[config.mk]
export PLATFORM = sky130hd
export DESIGN_NAME = bt_link_ctrl
export DESIGN_NICKNAME = d
export VERILOG_FILES = /design/src/rtl/bt_link_pkg.sv /design/src/rtl/bt_link_ctrl_sync_fifo.sv /design/src/rtl/bt_link_ctrl.sv
export SDC_FILE = /design/constraint.sdc
export NUM_CORES = 1
export LEC_CHECK = 0
export CAP_MARGIN = 20
export CORE_UTILIZATION = 40
export CTS_CLUSTER_DIAMETER = 80
export DETAILED_ROUTE_END_ITERATION = 16
export GPL_TIMING_DRIVEN = 0
export SLEW_MARGIN = 20
export SYNTH_ARGS = -nofsm -noshare
export SYNTH_HDL_FRONTEND = slang
export SYNTH_SLANG_ARGS = --single-unit
export TNS_END_PERCENT = 20
[constraint.sdc]
create_clock -name CLK1MHZ -period 6.73 [get_ports CLK1MHZ]
set_input_delay 0.673 -clock CLK1MHZ [delete_from_list [all_inputs] [get_ports CLK1MHZ]]
set_output_delay 0.673 -clock CLK1MHZ [all_outputs]
set_load 0.02 [all_outputs]
[src/rtl/bt_link_pkg.sv]
// rtl/bt_link_pkg.sv - shared state encoding and framing constants for bt_link_ctrl
package bt_link_pkg;

    typedef enum logic [2:0] {
        ST_IDLE     = 3'd0,
        ST_LOAD     = 3'd1,
        ST_SEND     = 3'd2,
        ST_WAIT_RSP = 3'd3,
        ST_COMPLETE = 3'd4
    } state_e;

    localparam logic [7:0]  CR     = 8'h0D;
    localparam logic [7:0]  LF     = 8'h0A;
    localparam logic [15:0] AT_END = 16'h0D0A;

endpackage

[src/rtl/bt_link_ctrl_sync_fifo.sv]
// rtl/bt_link_ctrl_sync_fifo.sv - first-word-fall-through synchronous FIFO with flush
module sync_fifo #(
    parameter int WIDTH      = 8,
    parameter int DEPTH_LOG2 = 4
) (
    input  logic             clk,
    input  logic             resetn,
    input  logic             flush_i,
    input  logic             push_i,
    input  logic [WIDTH-1:0] wdata_i,
    input  logic             pop_i,
    output logic [WIDTH-1:0] rdata_o,
    output logic             full_o,
    output logic             empty_o
);

    localparam int DEPTH = 1 << DEPTH_LOG2;

    logic [WIDTH-1:0]    mem_q [DEPTH];
    logic [DEPTH_LOG2:0] wr_ptr_q;
    logic [DEPTH_LOG2:0] rd_ptr_q;
    logic                do_push;
    logic                do_pop;

    // Extra pointer bit distinguishes full from empty when the index bits match.
    assign empty_o = (wr_ptr_q == rd_ptr_q);
    assign full_o  = (wr_ptr_q[DEPTH_LOG2] != rd_ptr_q[DEPTH_LOG2]) &&
                     (wr_ptr_q[DEPTH_LOG2-1:0] == rd_ptr_q[DEPTH_LOG2-1:0]);
    assign do_push = push_i && !full_o;
    assign do_pop  = pop_i && !empty_o;
    assign rdata_o = mem_q[rd_ptr_q[DEPTH_LOG2-1:0]];

    always_ff @(posedge clk or negedge resetn) begin
        if (!resetn) begin
            wr_ptr_q <= '0;
            rd_ptr_q <= '0;
        end else if (flush_i) begin
            wr_ptr_q <= '0;
            rd_ptr_q <= '0;
        end else begin
            if (do_push) wr_ptr_q <= wr_ptr_q + 1'b1;
            if (do_pop)  rd_ptr_q <= rd_ptr_q + 1'b1;
        end
    end

    always_ff @(posedge clk) begin
        if (do_push) mem_q[wr_ptr_q[DEPTH_LOG2-1:0]] <= wdata_i;
    end

endmodule

[src/rtl/bt_link_ctrl.sv]
// rtl/bt_link_ctrl.sv - HC-05 link sequencer: word buffering, byte serialisation, AT response capture
module bt_link_ctrl
    import bt_link_pkg::*;
#(
    parameter int DATA_W        = 16,
    parameter int TX_DEPTH_LOG2 = 4,
    parameter int RX_DEPTH_LOG2 = 5,
    parameter int TIMEOUT_CYC   = 500000
) (
    input  logic              CLK1MHZ,
    input  logic              resetn,
    input  logic              user_ready,
    input  logic              want_at,
    input  logic [DATA_W-1:0] wr_data,
    input  logic              wr_en,
    output logic              tx_full,
    output logic [7:0]        tx_byte,
    output logic              tx_start,
    input  logic              tx_busy,
    input  logic [7:0]        rx_byte,
    input  logic              rx_valid,
    output logic [7:0]        rsp_data,
    input  logic              rsp_rd,
    output logic              rsp_empty,
    output logic [2:0]        state,
    output logic              done,
    output logic              timeout_err,
    output logic              rsp_overflow
);

    localparam int              NB     = DATA_W / 8;
    localparam int              KW     = $clog2(NB);
    localparam int              TW     = $clog2(TIMEOUT_CYC + 1);
    localparam logic [KW-1:0]   K_LAST = KW'(NB - 1);
    localparam logic [TW-1:0]   T_LAST = TW'(TIMEOUT_CYC - 1);

    state_e          state_q, state_d;
    logic            mode_q, mode_d;
    logic [KW-1:0]   k_q, k_d;
    logic            in_flight_q, in_flight_d;
    logic            busy_prev_q;
    logic            prev_cr_q, prev_cr_d;
    logic [TW-1:0]   tcnt_q, tcnt_d;
    logic            terr_q, terr_d;
    logic            ovf_q, ovf_d;

    logic            tx_push, tx_pop, tx_empty;
    logic [DATA_W-1:0] tx_head, tx_shift;
    logic            rx_push, rx_flush, rx_full;
    logic            busy_fall;

    sync_fifo #(.WIDTH(DATA_W), .DEPTH_LOG2(TX_DEPTH_LOG2)) u_tx_fifo (
        .clk     (CLK1MHZ),
        .resetn  (resetn),
        .flush_i (1'b0),
        .push_i  (tx_push),
        .wdata_i (wr_data),
        .pop_i   (tx_pop),
        .rdata_o (tx_head),
        .full_o  (tx_full),
        .empty_o (tx_empty)
    );

    sync_fifo #(.WIDTH(8), .DEPTH_LOG2(RX_DEPTH_LOG2)) u_rx_fifo (
        .clk     (CLK1MHZ),
        .resetn  (resetn),
        .flush_i (rx_flush),
        .push_i  (rx_push),
        .wdata_i (rx_byte),
        .pop_i   (rsp_rd),
        .rdata_o (rsp_data),
        .full_o  (rx_full),
        .empty_o (rsp_empty)
    );

    // Byte k of the head word sits at the top after shifting by 8k.
    assign tx_shift  = tx_head << {k_q, 3'b000};
    assign busy_fall = busy_prev_q && !tx_busy;

    assign state        = state_q;
    assign timeout_err  = terr_q;
    assign rsp_overflow = ovf_q;

    always_comb begin
        state_d     = state_q;
        mode_d      = mode_q;
        k_d         = k_q;
        in_flight_d = in_flight_q;
        prev_cr_d   = prev_cr_q;
        tcnt_d      = tcnt_q;
        terr_d      = terr_q;
        ovf_d       = ovf_q;
        tx_push     = 1'b0;
        tx_pop      = 1'b0;
        rx_push     = 1'b0;
        rx_flush    = 1'b0;
        tx_start    = 1'b0;
        tx_byte     = 8'h00;
        done        = 1'b0;

        case (state_q)
            ST_IDLE: begin
                if (user_ready) begin
                    state_d     = ST_LOAD;
                    mode_d      = want_at;
                    terr_d      = 1'b0;
                    ovf_d       = 1'b0;
                    rx_flush    = want_at;
                    k_d         = '0;
                    in_flight_d = 1'b0;
                end
            end
            ST_LOAD: begin
                tx_push = wr_en && !tx_full;
                if (tx_full) begin
                    state_d = ST_SEND;
                end else if (mode_q && tx_push && (wr_data[15:0] == AT_END)) begin
                    state_d = ST_SEND;
                end
            end
            ST_SEND: begin
                tx_byte = tx_shift[DATA_W-1 -: 8];
                // A byte stays in flight from its start pulse until the UART drops busy.
                if (in_flight_q) begin
                    if (busy_fall) begin
                        in_flight_d = 1'b0;
                        if (k_q == K_LAST) begin
                            k_d    = '0;
                            tx_pop = 1'b1;
                        end else begin
                            k_d = k_q + 1'b1;
                        end
                    end
                end else if (!tx_empty) begin
                    if (!tx_busy) begin
                        tx_start    = 1'b1;
                        in_flight_d = 1'b1;
                    end
                end else if (!tx_busy) begin
                    state_d   = mode_q ? ST_WAIT_RSP : ST_COMPLETE;
                    tcnt_d    = '0;
                    prev_cr_d = 1'b0;
                end
            end
            ST_WAIT_RSP: begin
                tcnt_d = tcnt_q + 1'b1;
                if (rx_valid) begin
                    tcnt_d    = '0;
                    prev_cr_d = (rx_byte == CR);
                    if (rx_full) ovf_d = 1'b1;
                    else         rx_push = 1'b1;
                end
                if (tcnt_q == T_LAST) begin
                    state_d = ST_COMPLETE;
                    terr_d  = 1'b1;
                end else if (rx_valid && prev_cr_q && (rx_byte == LF)) begin
                    state_d = ST_COMPLETE;
                end
            end
            ST_COMPLETE: begin
                done = 1'b1;
                if (!user_ready) state_d = ST_IDLE;
            end
            default: state_d = ST_IDLE;
        endcase
    end

    always_ff @(posedge CLK1MHZ or negedge resetn) begin
        if (!resetn) begin
            state_q     <= ST_IDLE;
            mode_q      <= 1'b0;
            k_q         <= '0;
            in_flight_q <= 1'b0;
            busy_prev_q <= 1'b0;
            prev_cr_q   <= 1'b0;
            tcnt_q      <= '0;
            terr_q      <= 1'b0;
            ovf_q       <= 1'b0;
        end else begin
            state_q     <= state_d;
            mode_q      <= mode_d;
            k_q         <= k_d;
            in_flight_q <= in_flight_d;
            busy_prev_q <= tx_busy;
            prev_cr_q   <= prev_cr_d;
            tcnt_q      <= tcnt_d;
            terr_q      <= terr_d;
            ovf_q       <= ovf_d;
        end
    end

endmodule

==> results.yml, run 1 <==
run_status:
  outcome: "completed"
detailed_routing:
  viasPerCell: 5.49
  wl_microns: 51500
  vias: 11600
  drtIter0Drc: 984
  wl_per_cell_microns: 24.3
  ant_nets: 0
  drt_pass1_iterations: 5
  drc: 0
sta:
  worst_pin_slew_ns: 1.05
  period_share: 0.693
  setup_viol: 0
  hold_viol: 0
  rsz0062_at_grt: "no"
  final_max_slew_viol_count: 0
  fmax_mhz: 215
  min_period_ns: 4.66
  finClkSkew_ns: 0.0495
  fin_tns_setup_ns: 0
  slew_headroom: 0.293
floorplanning:
  die_area_sq_um: 57500
  row_count: 86
  die_w_microns: 240
  die_y_microns: 240
  core_area_sq_um: 55500
  start_util: 0.408
  pin_count: 57
power:
  leakage_uw: 0.00838
  power_density_nw_per_um2: 378
  irDropWorstVdd_uv: 228
  power_uw: 9870
worst_setup_path:
  ff2ff_path_depth: 8
  arrival_ns: 3.99
  critPathKind: "flip-flop to output pin"
  worstSetupEndpointType: "output pin"
  cp-start-kind: "flip-flop"
  path_max_fanout: 10
  cp.required_ns: 6.06
synthesis:
  yosysTopAreaCell: "edfxtp_1"
  synth_ff_type: "edfxtp_1"
  yosysMostFrequentCell: "edfxtp_1"
  muxShareOfSynthArea: 0.141
  synth_xor_area_frac: 0.0143
  synth-seq-area-share: 0.736
  synth_adder_area_share: 0.00608
  async_reset_ff_frac: 0.0906
  ys_ff_latch: 563
  synth-simple-area-share: 0.0488
  synth_commonest_cells: "edfxtp_1, mux4_2, nor2_1"
  synth_compound_area_frac: 0.0398
  syn_area_sq_um: 22600
  synth.top_cell.area_share: 0.679
  synth_top_cells_by_area: "edfxtp_1, mux4_2, dfrtp_1"
  synth-warning-count: 0
  synth_cells: 1195
  synth_cell_types: 56
  synth_top_family_by_area: "multiplexers"
  syn_nets: 1238
  synth-edff-count: 512
  syn_area_per_cell_sq_um: 18.9
cells_and_area:
  drive_gt1_frac: 0.219
  nFillCells: 4729
  register_area_sq_um: 16700
  n_antenna_cell: 0
  multi_input_area_sq_um: 5750
  finalNetCount: 1364
  syn2layout_area_growth_pct: 15.4
clock_network:
  cts_made_buffers: 56
  cts.sinks: 563
  clock_latency_ns: 0.63
  cts_tree: "done"
  clock-root-buffer: "clkbuf_16"
  path_clk_slew_ns: 0.07
  cts_resized: 0
  cts_hold_buffers: 0
  cts_max_level: 2
  cts_max_path_buffers: 3
  post-cts-setup-buffers: 0
placement:
  gp_congestion: 0.818
  dpl.hpwl_microns: 33100
  io_buffers: 56
global_route:
  grt_pass1_vias: 12000
  grt_pass1_wl_microns: 76800
  gr-total-overflow: 0
  grt_max_degree: 52
  antenna_found_initial: 0
  grt_usage: 0.184
min_path:
  hp-class: "input pin to async pin"
job:
  drv_cap: 0
==> final cells by class <==
cell class | instances | area share
inverter | 8 | 0.00115
tap | 748 | 0.0358
sequential | 563 | 0.638
buffer | 59 | 0.0108
timing repair buffer | 68 | 0.0249
clock inverter | 38 | 0.0145
multi-input combinational | 565 | 0.220
clock buffer | 67 | 0.0552
==> registers in the layout, summed over array words and instances (netlist names) <==
| register | cells |
|---|---|
| prev_cr_q | 1 |
| u_tx_fifo.mem_q | 256 |
| state | 3 |
| rsp_overflow | 1 |
| in_flight_q | 1 |
| timeout_err | 1 |
| u_tx_fifo.wr_ptr_q | 5 |
| k_q | 1 |
| mode_q | 1 |
| u_tx_fifo.rd_ptr_q | 5 |
| u_rx_fifo.rd_ptr_q | 6 |
| tcnt_q | 19 |
| u_rx_fifo.wr_ptr_q | 6 |
| busy_prev_q | 1 |
| u_rx_fifo.mem_q | 256 |
==> cells by family after synthesis <==
family	after synthesis
multiplexers	157
AO/OA/AOI/OAI	135
adder cells (fa/ha/maj)	11
XOR/XNOR	37
AND/OR/NAND/NOR	225
flip-flops	563
buffers and inverters	67
==> metal layers <==
metal	track usage	vias up	part of all wire
met2	0.294	348	0.48
met1	0.261	6080	0.44
met4	0.0484	0	0.020
li1	-	5111	-
met5	0	-	0
met3	0.0315	75	0.059
==> power by group <==
part / leakage (uW) / internal (uW) / switching, uW
Clock: 0.000879 / 1730 / 1350
Sequential: 0.00529 / 3960 / 85.0
Combinational: 0.00221 / 1210 / 1530
Total: 0.00838 / 6900 / 2970
==> final timing paths <==
path | startpoint | end | slack (ns)
min reg2reg | tcnt_q[17] | tcnt_q[17] | 0.49
max in group asynchronous | resetn | u_rx_fifo.rd_ptr_q[5] | 6.19
max reg2reg | u_tx_fifo.rd_ptr_q[1] | u_tx_fifo.mem_q[3][0] | 3.46
min in group CLK1MHZ | tcnt_q[17] | tcnt_q[17] | 0.49
min | resetn | tcnt_q[12] | 0.08
max | u_tx_fifo.rd_ptr_q[1] | tx_byte[3] | 2.07
==> metrics by stage <==
step	std cells	hold slack (ns)	util	setup WS, ns	instance area [sq um]
6_report	2116	0.0788	0.470	2.07	26100
4_1_cts	2116	0.0883	0.470	2.09	26100
3_5_place_dp	2011	0.484	0.438	2.78	24300
5_1_grt	2116	0.119	0.470	2.00	26100
2_1_floorplan	1195	0.377	-	3.60	22600
3_3_place_gp	1999	0.482	0.434	1.60	24100
==> layout by cell type (no fill, tap or decap), types with 8 or more instances in the layout <==
cell             Yosys  layout
buf_2               20      28
inv_1                8       8
clkinv_1             0      15
nand2_1             45      45
mux2_2              22      22
a31oi_1              8       8
mux4_2             128     128
clkdlybuf4s50_1      0      47
nor2b_1              9       9
nand4_1             20      20
clkinv_2             0      12
clkbuf_16            0      56
clkbuf_1            30      41
a21oi_1             19      19
a21o_1              10      10
o22ai_1             13      13
a22oi_1             21      21
xor2_1              22      22
dfrtp_1             51      51
xnor2_1             15      15
edfxtp_1           512     512
a211oi_1             8       8
ha_1                11      11
o21ai_0             31      31
buf_4                5      11
nor2_1              85      74
==> worst max-delay path, stage by stage, from the launching register on <==
cell and delay, ns:
dfrtp_1 0.35, buf_2 0.30, buf_2 0.39, clkbuf_1 0.72, mux4_2 0.43, a221oi_1 0.39
o22ai_1 0.20, clkdlybuf4s50_1 0.57
Power figures use the tool's default switching activity.
==> run 2, diff against run 1 <==
clock period = 4.1 ns   (was 6.73 ns; I/O delays follow)
==> run 2 against run 1 <==
- sequential share of layout area about the same
- sequential power up 64%
- largest power group unchanged
- sequential cell count unchanged
- cell area is essentially flat
- combinational power is 64% higher
- clock skew fell by 0.00058 ns
- register-to-register slack lost 2.6 ns
- wire length up 0.13%
- worst setup slack worse by 2.0 ns
- non-clock buffer count increased by 1
- first-iteration DRC count rose by 9.7%
- clock power is 64% higher
==> results.yml, run 2 (synthesis gave the netlist of run 1 again) <==
clock_network:
  clock_latency_ns: 0.63
  clock-root-buffer: "clkbuf_16"
  post-cts-setup-buffers: 0
  cts_tree: "done"
  cts.sinks: 563
  cts_max_level: 2
  cts_max_path_buffers: 3
  path_clk_slew_ns: 0.07
  cts_made_buffers: 56
worst_setup_path:
  critPathSlowestCell: "clkdlybuf4s50_1"
  worstSetupEndpointType: "output pin"
  critPathKind: "flip-flop to output pin"
  critPathMaxStageDelay_ns: 0.57
  r2r-start: "u_tx_fifo.rd_ptr_q[1]"
  cp.required_ns: 3.69
  cp_cell_sequence: "buf_2 > buf_2 > buf_2 > mux4_2 > a221oi_1 > o22ai_1 > clkdlybuf4s50_1"
  arrival_ns: 3.64
  path_max_fanout: 10
  cp-start-kind: "flip-flop"
  startpoint: "u_tx_fifo.rd_ptr_q[1]"
  cpMostUsedCell: "buf_2"
sta:
  worst_pin_slew_ns: 1.05
  setup_viol: 0
  worst_slack_ns: 0.0510
  hold_viol: 0
  final_max_slew_viol_count: 0
  slew_headroom: 0.294
  fmax_mhz: 247
  rsz0062_at_grt: "no"
  finClkSkew_ns: 0.0490
  period_share: 0.988
  min_period_ns: 4.05
  whs_ns: 0.333
detailed_routing:
  viasPerCell: 5.49
  drtIter0Drc: 1079
  drc: 0
  wl_microns: 51600
  ant_nets: 0
  vias: 11600
  drt_pass1_iterations: 5
  wl_per_cell_microns: 24.4
cells_and_area:
  syn2layout_area_growth_pct: 15.5
  finalNetCount: 1365
  final_core_util: 0.471
  drive_gt1_frac: 0.221
  n_antenna_cell: 0
  final_cell_mix: "edfxtp_1, mux4_2, nor2_1"
  stdcell_count: 2117
  final_common_cell: "edfxtp_1"
  nFillCells: 4728
  final_cell_area_sq_um: 26100
global_route:
  antenna_found_initial: 0
  grt_max_degree: 52
  grt_pass1_wl_microns: 76800
  grt_pass1_vias: 12000
  grt_usage: 0.184
  gr-total-overflow: 0
floorplanning:
  row_count: 86
  die_y_microns: 240
  die_w_microns: 240
  pin_count: 57
  core_area_sq_um: 55500
  die_area_sq_um: 57500
  start_util: 0.408
placement:
  gp_congestion: 0.818
  dp_cells: 2011
  dpl.hpwl_microns: 33100
  io_buffers: 56
  place_area_sq_um: 24300
  dp_slack_ns: 0.411
power:
  leakage_uw: 0.00839
  power_density_nw_per_um2: 619
  irDropWorstVdd_uv: 373
job:
  drv_cap: 0
run_status:
  outcome: "completed"
min_path:
  worstHoldStart: "tx_busy"
  hp-class: "input pin to flip-flop"
run 2: layout make-up:
class                   count  area [sq um]  area share
repair buffers             69           659      0.0252
clock inverters            38           379      0.0145
plain buffers              59           290      0.0111
inverters                   8          30.0     0.00115
well taps                 748           936      0.0358
multi-input cells         565          5750       0.220
clock buffers              67          1440      0.0552
flip-flops and latches    563         16700       0.637
run 2: routing by layer:
metal	share of wire	global-route usage	vias to the layer above
met5	0	0	-
li1	-	-	5115
met1	0.44	0.261	6108
met2	0.48	0.294	330
met4	0.021	0.0484	0
met3	0.057	0.0315	78
run 2: what timing repair did:
action / 4_1_cts / 5_1_grt
setup endpoints to repair: 16 / 7
gates resized for setup: 3 / 3
pin swaps: 0 / 0
hold endpoints to repair: 51 / 0
hold buffers: 1 / 0
run 2: critical path: cells and delay by family (launching register included):
family	cells	cell delay, ns
multiplexers	1	0.38
buffers and inverters	4	1.68
flip-flops	1	0.35
AO/OA/AOI/OAI	2	0.58
run 2: final timing paths:
path / endpoint / slack, ns / cells past startpoint
worst min register to register: tcnt_q[17] / 0.49 / 1
min in group asynchronous: tcnt_q[12] / 0.35 / 2
worst min-delay path: busy_prev_q / 0.33 / 1
worst max register to register: u_tx_fifo.mem_q[3][0] / 0.82 / 8
worst max-delay path: tx_byte[3] / 0.05 / 7
max in group asynchronous: u_rx_fifo.rd_ptr_q[5] / 3.28 / 2
run 2: power by group:
group	internal [uW]	leakage [uW]	switching, uW
registers	6500	0.00529	141
clock network	2840	0.000879	2200
logic	1990	0.00222	2510
run 2: per-stage QoR:
stage          setup TNS (ns)  total power (uW)
4_1_cts                     0             16300
3_5_place_dp                0             11300
5_1_grt                     0             16800
2_1_floorplan               0              9730
6_report                    0             16200
3_3_place_gp           -50.42             11200
==> run 3, diff against run 2 <==
CTS_CLUSTER_DIAMETER = not set   (was 80)
==> results of run 3 <==
The final DEF is identical to that of run 2; final timing and power are the same.
